<file path="config.mk">
export PLATFORM = sky130hd
export DESIGN_NAME = dmem_arbiter
export DESIGN_NICKNAME = d
export VERILOG_FILES = /design/src/rtl/dmem_arbiter.sv
export SDC_FILE = /design/constraint.sdc
export NUM_CORES = 1
export LEC_CHECK = 0
export CORE_MARGIN = 1
export CORE_UTILIZATION = 44
export CTS_CLUSTER_SIZE = 14
export DETAILED_ROUTE_END_ITERATION = 12
export PLACE_DENSITY = 0.83
export SLEW_MARGIN = 20
export SYNTH_ARGS = -nofsm -noshare
export SYNTH_HDL_FRONTEND = slang
export SYNTH_SLANG_ARGS = --single-unit
</file>
<file path="constraint.sdc">
create_clock -name clk -period 2.6 [get_ports clk]
set_input_delay 0.39 -clock clk [delete_from_list [all_inputs] [get_ports clk]]
set_output_delay 0.39 -clock clk [all_outputs]
set_load 0.02 [all_outputs]
</file>
<file path="src/rtl/dmem_arbiter.sv">
// dmem_arbiter: shares one data-memory port between core load/store and debug.
// Optional: DMEM_MISALIGN_CHK_EN adds core_misalign_o and misaligned-access trap.
// Ports: clk, rst_n; core_* (req/we/funct3/addr/wdata in; stall/done/rdata/
// addr_index out); dbg_* (req/we/addr/wdata/wstrb in; done/rdata out);
// mem_* (req/we/addr/wdata/wstrb out; ready/rdata in).
module dmem_arbiter #(
  parameter int ADDR_W = 32,
  parameter int DATA_W = 32
) (
  input  logic              clk,
  input  logic              rst_n,
  input  logic              core_req_i,
  input  logic              core_we_i,
  input  logic [2:0]        core_funct3_i,
  input  logic [ADDR_W-1:0] core_addr_i,
  input  logic [DATA_W-1:0] core_wdata_i,
  output logic              core_stall_o,
  output logic              core_done_o,
  output logic [DATA_W-1:0] core_rdata_o,
  output logic [1:0]        core_addr_index_o,
`ifdef DMEM_MISALIGN_CHK_EN
  output logic              core_misalign_o,
`endif
  input  logic              dbg_req_i,
  input  logic              dbg_we_i,
  input  logic [ADDR_W-1:0] dbg_addr_i,
  input  logic [DATA_W-1:0] dbg_wdata_i,
  input  logic [3:0]        dbg_wstrb_i,
  output logic              dbg_done_o,
  output logic [DATA_W-1:0] dbg_rdata_o,
  output logic              mem_req_o,
  output logic              mem_we_o,
  output logic [ADDR_W-1:0] mem_addr_o,
  output logic [DATA_W-1:0] mem_wdata_o,
  output logic [3:0]        mem_wstrb_o,
  input  logic              mem_ready_i,
  input  logic [DATA_W-1:0] mem_rdata_i
);

  typedef enum logic [1:0] {
    IDLE,
    CORE_BUSY,
    DBG_BUSY
  } state_t;

  state_t            state, state_nx;
  logic              last_dbg, last_dbg_nx;
  logic              grant_core, grant_dbg;
  logic              mis, mis_hit, finish;
  logic [3:0]        core_strb;
  logic [DATA_W-1:0] core_wdata;
  logic              unused_ok;

  assign unused_ok    = ^dbg_addr_i[1:0];
  assign core_stall_o = core_req_i & ~core_done_o;

`ifdef DMEM_MISALIGN_CHK_EN
  logic is_half, is_word;
  assign is_half = (core_funct3_i == 3'b001) |
                   (~core_we_i & (core_funct3_i == 3'b101));
  assign is_word = core_funct3_i == 3'b010;
  assign mis = (is_half & core_addr_i[0]) |
               (is_word & (core_addr_i[1:0] != 2'b00));
`else
  assign mis = 1'b0;
`endif

  // store lane placement; loads reuse the path but strobes are gated off
  always_comb begin
    core_strb  = 4'b0000;
    core_wdata = core_wdata_i;
    unique case (core_funct3_i)
      3'b000: begin
        core_strb  = 4'b0001 << core_addr_i[1:0];
        core_wdata = {4{core_wdata_i[7:0]}};
      end
      3'b001: begin
        core_strb  = core_addr_i[1] ? 4'b1100 : 4'b0011;
        core_wdata = {2{core_wdata_i[15:0]}};
      end
      3'b010:  core_strb = 4'b1111;
      default: core_strb = 4'b0000;
    endcase
  end

  always_comb begin
    state_nx    = state;
    last_dbg_nx = last_dbg;
    grant_core  = 1'b0;
    grant_dbg   = 1'b0;
    mis_hit     = 1'b0;
    finish      = 1'b0;
    unique case (state)
      IDLE: begin
        // round-robin on a tie: favour whoever did not win last
        if (core_req_i && (!dbg_req_i || last_dbg)) begin
          last_dbg_nx = 1'b0;
          if (mis) begin
            mis_hit = 1'b1;
          end else begin
            grant_core = 1'b1;
            state_nx   = CORE_BUSY;
          end
        end else if (dbg_req_i) begin
          last_dbg_nx = 1'b1;
          grant_dbg   = 1'b1;
          state_nx    = DBG_BUSY;
        end
      end
      CORE_BUSY, DBG_BUSY: begin
        if (mem_ready_i) begin
          finish   = 1'b1;
          state_nx = IDLE;
        end
      end
      default: state_nx = IDLE;
    endcase
  end

  always_ff @(posedge clk or negedge rst_n) begin
    if (!rst_n) begin
      state    <= IDLE;
      last_dbg <= 1'b1;
    end else begin
      state    <= state_nx;
      last_dbg <= last_dbg_nx;
    end
  end

  always_ff @(posedge clk or negedge rst_n) begin
    if (!rst_n) begin
      mem_req_o         <= 1'b0;
      mem_we_o          <= 1'b0;
      mem_addr_o        <= '0;
      mem_wdata_o       <= '0;
      mem_wstrb_o       <= 4'b0000;
      core_done_o       <= 1'b0;
      dbg_done_o        <= 1'b0;
      core_rdata_o      <= '0;
      dbg_rdata_o       <= '0;
      core_addr_index_o <= 2'b00;
`ifdef DMEM_MISALIGN_CHK_EN
      core_misalign_o   <= 1'b0;
`endif
    end else begin
      core_done_o <= (finish && state == CORE_BUSY) || mis_hit;
      dbg_done_o  <= finish && state == DBG_BUSY;
`ifdef DMEM_MISALIGN_CHK_EN
      core_misalign_o <= mis_hit;
`endif
      if (grant_core || mis_hit) begin
        core_addr_index_o <= core_addr_i[1:0];
      end
      if (grant_core) begin
        mem_req_o   <= 1'b1;
        mem_we_o    <= core_we_i;
        mem_addr_o  <= {core_addr_i[ADDR_W-1:2], 2'b00};
        mem_wdata_o <= core_wdata;
        mem_wstrb_o <= core_we_i ? core_strb : 4'b0000;
      end else if (grant_dbg) begin
        mem_req_o   <= 1'b1;
        mem_we_o    <= dbg_we_i;
        mem_addr_o  <= {dbg_addr_i[ADDR_W-1:2], 2'b00};
        mem_wdata_o <= dbg_wdata_i;
        mem_wstrb_o <= dbg_we_i ? dbg_wstrb_i : 4'b0000;
      end else if (finish) begin
        mem_req_o <= 1'b0;
      end
      if (finish && !mem_we_o && state == CORE_BUSY) begin
        core_rdata_o <= mem_rdata_i;
      end
      if (finish && !mem_we_o && state == DBG_BUSY) begin
        dbg_rdata_o <= mem_rdata_i;
      end
    end
  end

endmodule

</file>
==> flow_summary.yaml, run 1 <==
layout:
  diodes: 0
  nNetsFinal: 1073
  drive_above_1_share_pct: 13.1
  layout-area-overhead-vs-synth_pct: 63.2
  stdcell_count: 1088
  finalCoreUtilization_pct: 73.3
setup_path:
  critical_path_class: "primary input to output port"
  cp-startpoint: "core_req_i"
  cp_endpoint_kind: "output port"
  cp.arrival_ns: 1.67
  cp_slowest_stage_delay_ns: 0.60
  worst-endpoint-required_ns: 2.21
  critical_path.cell_chain: "clkdlybuf4s50_1 > clkinv_1 > nor2_1 > clkdlybuf4s50_1"
  critical_path.reg2reg.startpoint: "state[1]"
  regToRegEndpoint: "mem_wdata_o[30]"
  setup.worst_path.start_class: "primary input"
  critPathCapture: "core_stall_o"
  rr_worst_depth: 5
  regToRegSetupSlack_ns: 0.60
  critPathMaxFanout: 2
  crit_slowest_cell: "sky130_fd_sc_hd__clkdlybuf4s50_1"
  crit_top_cell: "sky130_fd_sc_hd__clkdlybuf4s50_1"
global_route:
  grt_use_total_pct: 27.8
  globalRoute.totalOverflow: 0
  gr-usage-met1_pct: 32.7
  grt_pass1_vias: 5923
  fraction_of_met2_tracks_used_by_global_routing_pct: 45.7
  grt_most_used_layer: "met2"
  grt_start_max_net_pins: 64
  antenna_found_initial: 0
  grt_pass1_wl_mm: 30.8
  routing_usage_on_met3_pct: 8.92
logic_synthesis:
  synth_top_family_by_area: "compound AO/OA/AOI/OAI gates"
  synth_top_flop_cell: "sky130_fd_sc_hd__dfrtp_1"
  number_of_warnings_issued_by_yosys: 0
  postSynthCellCount: 594
  post_synth_xor_area_fraction_pct: 0
  synthesis.area_mm2: 0.00621
  area_share_of_fa_ha_maj_cells_after_synthesis_pct: 0.604
  async_flop_share_pct: 100
  fraction_of_the_mapped_netlist_area_in_compound_gates_pct: 17.5
  ys_seq_elements: 139
  synthSimpleGateAreaFrac_pct: 10.1
  netlist-cell-type-count: 39
  synth.mux.area_fraction_pct: 11.6
  number_of_synthesized_flops_with_an_enable_pin: 0
  synth_seq_area_share_pct: 56.0
  syn_area_per_cell_um2: 10.5
cts:
  tritoncts.num_buffers: 17
  cts_max_path_buffers: 2
  cts_root_buf: "sky130_fd_sc_hd__clkbuf_16"
  post-cts-setup-buffers: 0
  clkLatencyLatePin_ns: 0.41
  cts_num_sinks: 139
  htreeDepth: 4
  tritoncts: "yes"
  clock_transition_at_the_registers_of_the_reported_paths_ns: 0.05
power_and_ir_drop:
  static-leakage-power_uw: 0.00432
  total_switching_power_uw: 4750
  sw_frac_of_total_pct: 37.2
  cell_internal_power_uw: 8010
  power_frac_comb_pct: 48.8
  power.sequential.fraction_pct: 30.6
  power_density_mw_per_mm2: 1260
  share_of_total_power_in_the_clock_network_pct: 20.6
  ir_worst_vdd_mv: 0.620
  total_power_uw: 12800
sta:
  tns_ns: 0
  timing.final.crit_share_pct: 79.2
  slew_of_the_pin_with_the_lowest_slew_margin_ns: 0.598
  setup_skew_ns: 0.00776
  maxClockFrequency_mhz: 485
  slew_violations: 0
  rsz0062_at_grt: "false"
  fin_crit_ns: 2.06
  final_hold_viol_count: 0
  max-slew-margin-rel_pct: 60.2
  timing.final.setup_violations: 0
detailed_routing:
  detailedRoute.firstIterationViolations: 381
  postRouteAntennaNets: 0
  drcViolationCount: 0
  drt-total-wl_mm: 20.0
  routed-via-count: 5891
  drt-wirelength-per-cell_um: 18.4
  vias_per_cell: 5.41
  drt_pre_antenna_iters: 4
hold_path:
  min-delay-path-class: "flop to flop"
  hold_path_depth: 2
place:
  placed_cells_incl_taps: 1056
  placement.io_buffers: 308
  hpwlAfterDp_mm: 14.3
  gp_congestion: 0.914
floorplan:
  chipWidth_um: 121
  fp.coreArea_mm2: 0.0138
  row_count: 43
  io-pin-count: 313
  die-height_um: 121
  initial_core_util_pct: 44.9
  dieArea_mm2: 0.0146
run:
  max-cap-violations: 0
run_status:
  run_status: "finished, final reports clean"
[synth_stat cells, types with 3 or more instances]
library cell	number	area share, %
sky130_fd_sc_hd__nor2_1	42	2.5
sky130_fd_sc_hd__a21oi_1	50	4.0
sky130_fd_sc_hd__a221oi_1	16	2.3
sky130_fd_sc_hd__o21a_1	3	0.36
sky130_fd_sc_hd__a21boi_0	4	0.48
sky130_fd_sc_hd__o22ai_1	39	3.9
sky130_fd_sc_hd__buf_2	26	2.1
sky130_fd_sc_hd__nor2b_1	4	0.40
sky130_fd_sc_hd__dfrtp_1	138	56
sky130_fd_sc_hd__o21ai_0	34	2.7
sky130_fd_sc_hd__a31oi_1	9	0.91
sky130_fd_sc_hd__o21ai_1	21	1.7
sky130_fd_sc_hd__buf_4	7	0.85
sky130_fd_sc_hd__nand2_1	94	5.7
sky130_fd_sc_hd__ha_1	3	0.60
sky130_fd_sc_hd__inv_1	4	0.24
sky130_fd_sc_hd__clkbuf_1	11	0.66
sky130_fd_sc_hd__mux2_2	64	12
[power by group through the flow]
stage | sequential (µW) | combinational (µW) | clock (µW)
after global placement | 3850 | 6130 | 0
after CTS | 3900 | 6270 | 2670
final | 3900 | 6220 | 2630
after global routing | 4010 | 6620 | 2770
after floorplan | 5110 | 1900 | 0
after detailed placement | 3900 | 6240 | 0
[metal layers]
layer	routed length (µm)	part of all wire, %
met1	7590	38
met2	9790	49
met3	1910	9.6
met4	718	3.6
met5	0	0
[metrics by stage]
stage / hold WS (ns) / setup slack (ns) / area (µm²)
after floorplan: 0.0944 / 0.940 / 6220
after global placement: 0.415 / 0.319 / 9490
after detailed placement: 0.414 / 0.249 / 9490
after CTS: 0.484 / 0.530 / 10100
after global routing: 0.506 / 0.432 / 10100
final: 0.480 / 0.540 / 10100
[worst max-delay path, delay by kind of cell]
kind | cells | cell delay, ns
buffers and inverters | 3 | 1.18
and+or+nand+nor | 1 | 0.11
[sequential cells by signal, indices dropped and copies added (netlist names), 2 cells and up]
register,flops
core_addr_index_o,2
core_rdata_o,32
mem_wstrb_o,4
state,2
dbg_rdata_o,32
mem_addr_o,30
mem_wdata_o,32
[cell families (layout without fill, tap and decap cells)]
group | Yosys count | after routing
flip-flops | 139 | 139
AND/OR/NAND/NOR | 152 | 152
AO/OA/AOI/OAI | 184 | 184
multiplexers | 64 | 64
other | 1 | 2
buffers and inverters | 51 | 364
adder cells (fa/ha/maj) | 3 | 3
[repair_timing]
| item | 4_1_cts | 5_1_grt |
|---|---|---|
| setup endpoints to repair | 0 | 0 |
| hold buffers | 1 | 0 |
| endpoints found under the hold margin | 59 | 0 |
| gates resized for setup | 0 | 0 |
[how the worst min path moves through the flow]
stage / to / slack [ns] / from
after global routing: mem_req_o / 0.51 / mem_req_o
after global placement: core_rdata_o[19] / 0.42 / rst_n
after floorplan: core_addr_index_o[0] / 0.09 / rst_n
final: mem_req_o / 0.48 / mem_req_o
after CTS: mem_addr_o[2] / 0.48 / mem_addr_o[2]
after detailed placement: core_rdata_o[14] / 0.41 / rst_n
[placed cells by master (no fill, tap or decap), drive strengths merged]
master | Yosys | final
and2b | 1 | 1
dfrtp | 138 | 138
inv | 4 | 5
ha | 3 | 3
nand3 | 1 | 1
o22ai | 39 | 39
nor2b | 4 | 4
dlygate4sd3 | 0 | 1
clkinv | 1 | 5
clkbuf | 11 | 21
mux2 | 64 | 64
o21a | 3 | 3
or2 | 2 | 2
clkdlybuf4s50 | 0 | 307
and3 | 1 | 1
nand4b | 1 | 1
o221ai | 2 | 2
nor2 | 43 | 43
a21o | 1 | 1
o31ai | 1 | 1
nand2 | 94 | 94
bufinv | 0 | 5
a221oi | 16 | 16
and2 | 2 | 2
or3 | 1 | 1
a31oi | 9 | 9
buf | 35 | 20
o32ai | 1 | 1
a21oi | 51 | 51
dfstp | 1 | 1
nand2b | 2 | 2
o22a | 2 | 2
conb | 1 | 2
o21ai | 55 | 55
a21boi | 4 | 4
[area by class of cell]
type	count	area (µm²)
multi-input cells	405	2500
clock buffers	21	450
clock inverters	10	190
flip-flops and latches	139	3480
fillers	986	3690
repair buffers	328	3270
well taps	180	225
inverters	5	18.8
Power figures use the tool's default switching activity.
==> inputs of run 2 (changes only) <==
- CORE_ASPECT_RATIO: not set -> 1.75
- CORE_UTILIZATION: 44 -> 40
- PLACE_DENSITY: 0.83 -> 0.76
- clock period: 2.6 -> 1.9 ns (I/O delays scaled with it)
==> run 2 against run 1 <==
Compared with the run above: combinational power grew 41%; worst setup slack lost 0.42 ns; die area grew 10%; register-to-register slack lost 0.48 ns; worst hold slack lost 0.12 ns; cell count grew 1.7%; critical path depth shrank 3; global-route usage shrank 0.84 points; clock-buffer cell count shrank 4; sequential share of layout area shrank 0.37 points; design area grew 1.1%; critical endpoint is now core_done_o; largest cell class unchanged; largest power group unchanged.
==> flow_summary.yaml, run 2 (synthesis results as in run 1) <==
layout:
  multiInputGateArea_mm2: 0.00250
  number_of_fillers_in_the_final_layout: 1177
  diodes: 0
  mostFrequentLayoutCell: "sky130_fd_sc_hd__clkdlybuf4s50_1"
  drive_above_1_share_pct: 15.0
  nNetsFinal: 1087
  layout-area-overhead-vs-synth_pct: 65.0
  most-common-layout-cells: "sky130_fd_sc_hd__clkdlybuf4s50_1, sky130_fd_sc_hd__dfrtp_1, sky130_fd_sc_hd__nand2_1"
  largest_registers: "core_rdata_o x32, dbg_rdata_o x32, mem_wdata_o x32"
  register_area_mm2: 0.00348
  design_area_mm2: 0.0102
floorplan:
  die-height_um: 167
  row_count: 59
  chipWidth_um: 96.2
  initial_core_util_pct: 41.5
  io-pin-count: 313
  fp.coreArea_mm2: 0.0150
  dieArea_mm2: 0.0161
global_route:
  grt_most_used_layer: "met2"
  globalRoute.totalOverflow: 0
  gr-usage-met1_pct: 28.3
  grt_start_max_net_pins: 51
  grt_use_total_pct: 26.9
  antenna_found_initial: 0
  fraction_of_met2_tracks_used_by_global_routing_pct: 46.5
  routing_usage_on_met3_pct: 5.43
  grt_pass1_wl_mm: 32.7
  grt_pass1_vias: 6366
place:
  placement.io_buffers: 308
  dpl_cell_area_mm2: 0.00966
  hpwlAfterDp_mm: 16.1
  gp_congestion: 0.940
setup_path:
  cp_slowest_stage_delay_ns: 0.69
  critPathMaxFanout: 2
  cp.arrival_ns: 1.49
  critical_path.cell_chain: "clkdlybuf4s50_1"
  worstPathBufferInverterCount: 1
  rr_worst_depth: 6
  crit_slowest_cell: "sky130_fd_sc_hd__clkdlybuf4s50_1"
  regToRegSetupSlack_ns: 0.12
  critical_path_class: "flop to output port"
  regToRegEndpoint: "mem_wdata_o[13]"
  worst-endpoint-required_ns: 1.62
  path_depth: 1
  setup.worst_path.start_class: "flop"
  critical_path.reg2reg.startpoint: "state[0]"
  cp_endpoint_kind: "output port"
  critical-path-top-delay-family: "buffers and inverters"
detailed_routing:
  drcViolationCount: 0
  postRouteAntennaNets: 0
  detailedRoute.firstIterationViolations: 187
  drt-total-wl_mm: 21.2
  routed-via-count: 6049
  vias_per_cell: 5.47
  drt-wirelength-per-cell_um: 19.2
  drt_pre_antenna_iters: 4
sta:
  slew_violations: 0
  rsz0062_at_grt: "false"
  fin_crit_ns: 1.78
  final_hold_viol_count: 0
  maxClockFrequency_mhz: 563
  timing.final.setup_violations: 0
  timing.final.crit_share_pct: 93.5
  setup_skew_ns: 0.0129
power_and_ir_drop:
  total_power_uw: 17200
  ir_worst_vdd_mv: 0.789
  power_density_mw_per_mm2: 1680
  static-leakage-power_uw: 0.00438
hold_path:
  min-delay-path-class: "primary input to async pin"
cts:
  clkLatencyLatePin_ns: 0.41
  clock_transition_at_the_registers_of_the_reported_paths_ns: 0.07
  post-cts-setup-buffers: 0
  tritoncts: "yes"
  cts_root_buf: "sky130_fd_sc_hd__clkbuf_16"
  htreeDepth: 4
  cts_max_path_buffers: 2
  tritoncts.num_buffers: 17
  cts_num_sinks: 139
run:
  max-cap-violations: 0
run_status:
  run_status: "finished, final reports clean"
-- run 2: cell count changes in the layout (fill, tap and decap cells not counted), moves of 3 or more --
| cell | previous run | this run |
|---|---|---|
| sky130_fd_sc_hd__buf_12 | 3 | 8 |
| sky130_fd_sc_hd__bufinv_16 | 5 | 0 |
| sky130_fd_sc_hd__clkbuf_1 | 3 | 0 |
| sky130_fd_sc_hd__buf_4 | 16 | 25 |
| sky130_fd_sc_hd__inv_6 | 1 | 6 |
-- run 2: report_power, final --
part | internal [µW] | switching [µW] | leakage (µW) | total, µW
Clock | 1740 | 1430 | 0.000275 | 3180
Combinational | 4300 | 4450 | 0.00240 | 8740
Sequential | 4430 | 866 | 0.00171 | 5300
Total | 10500 | 6750 | 0.00438 | 17200
-- run 2: metrics by stage --
stage | setup WS, ns | hold WS, ns | cells | util (%) | TNS (ns)
2_1_floorplan | 0.240 | -0.0106 | 595 | - | 0
3_3_place_gp | 0.00914 | 0.214 | 1073 | 64.5 | 0
3_5_place_dp | -0.0288 | 0.222 | 1073 | 64.5 | -0.0288
4_1_cts | 0.0292 | 0.371 | 1106 | 68.4 | 0
5_1_grt | 0.0126 | 0.381 | 1106 | 68.4 | 0
6_report | 0.124 | 0.357 | 1106 | 68.4 | 0
-- run 2: layer usage --
layer / wire length (µm) / share of wire (%) / vias to the layer above
met5: 0 / 0 / -
met4: 1490 / 7.0 / 0
met3: 1380 / 6.5 / 89
met2: 11100 / 52 / 313
met1: 7220 / 34 / 2900
li1: - / - / 2747
-- run 2: worst max path at each step --
stage / from / to / slack [ns]
after floorplan: state[0] / mem_wdata_o[14] / 0.24
after global placement: core_req_i / core_stall_o / 0.009
after detailed placement: core_req_i / mem_addr_o[5] / -0.03
after CTS: core_req_i / core_stall_o / 0.03
after global routing: state[0] / mem_wdata_o[11] / 0.01
final: core_done_o / core_done_o / 0.12
-- run 2: layout make-up --
type | instances | share of cell area [%]
Clock inverter | 15 | 1.45
Multi-Input combinational cell | 405 | 24.4
Sequential cell | 139 | 34.0
Clock buffer | 17 | 4.15
Tap cell | 183 | 2.23
Timing Repair Buffer | 342 | 33.6
Inverter | 5 | 0.183
-- run 2: repair_timing --
| item | in CTS | in global routing |
|---|---|---|
| setup endpoints to repair | 0 | 15 |
| hold buffers | 1 | 0 |
| resized for setup | 0 | 3 |
| hold endpoints to repair | 34 | 0 |
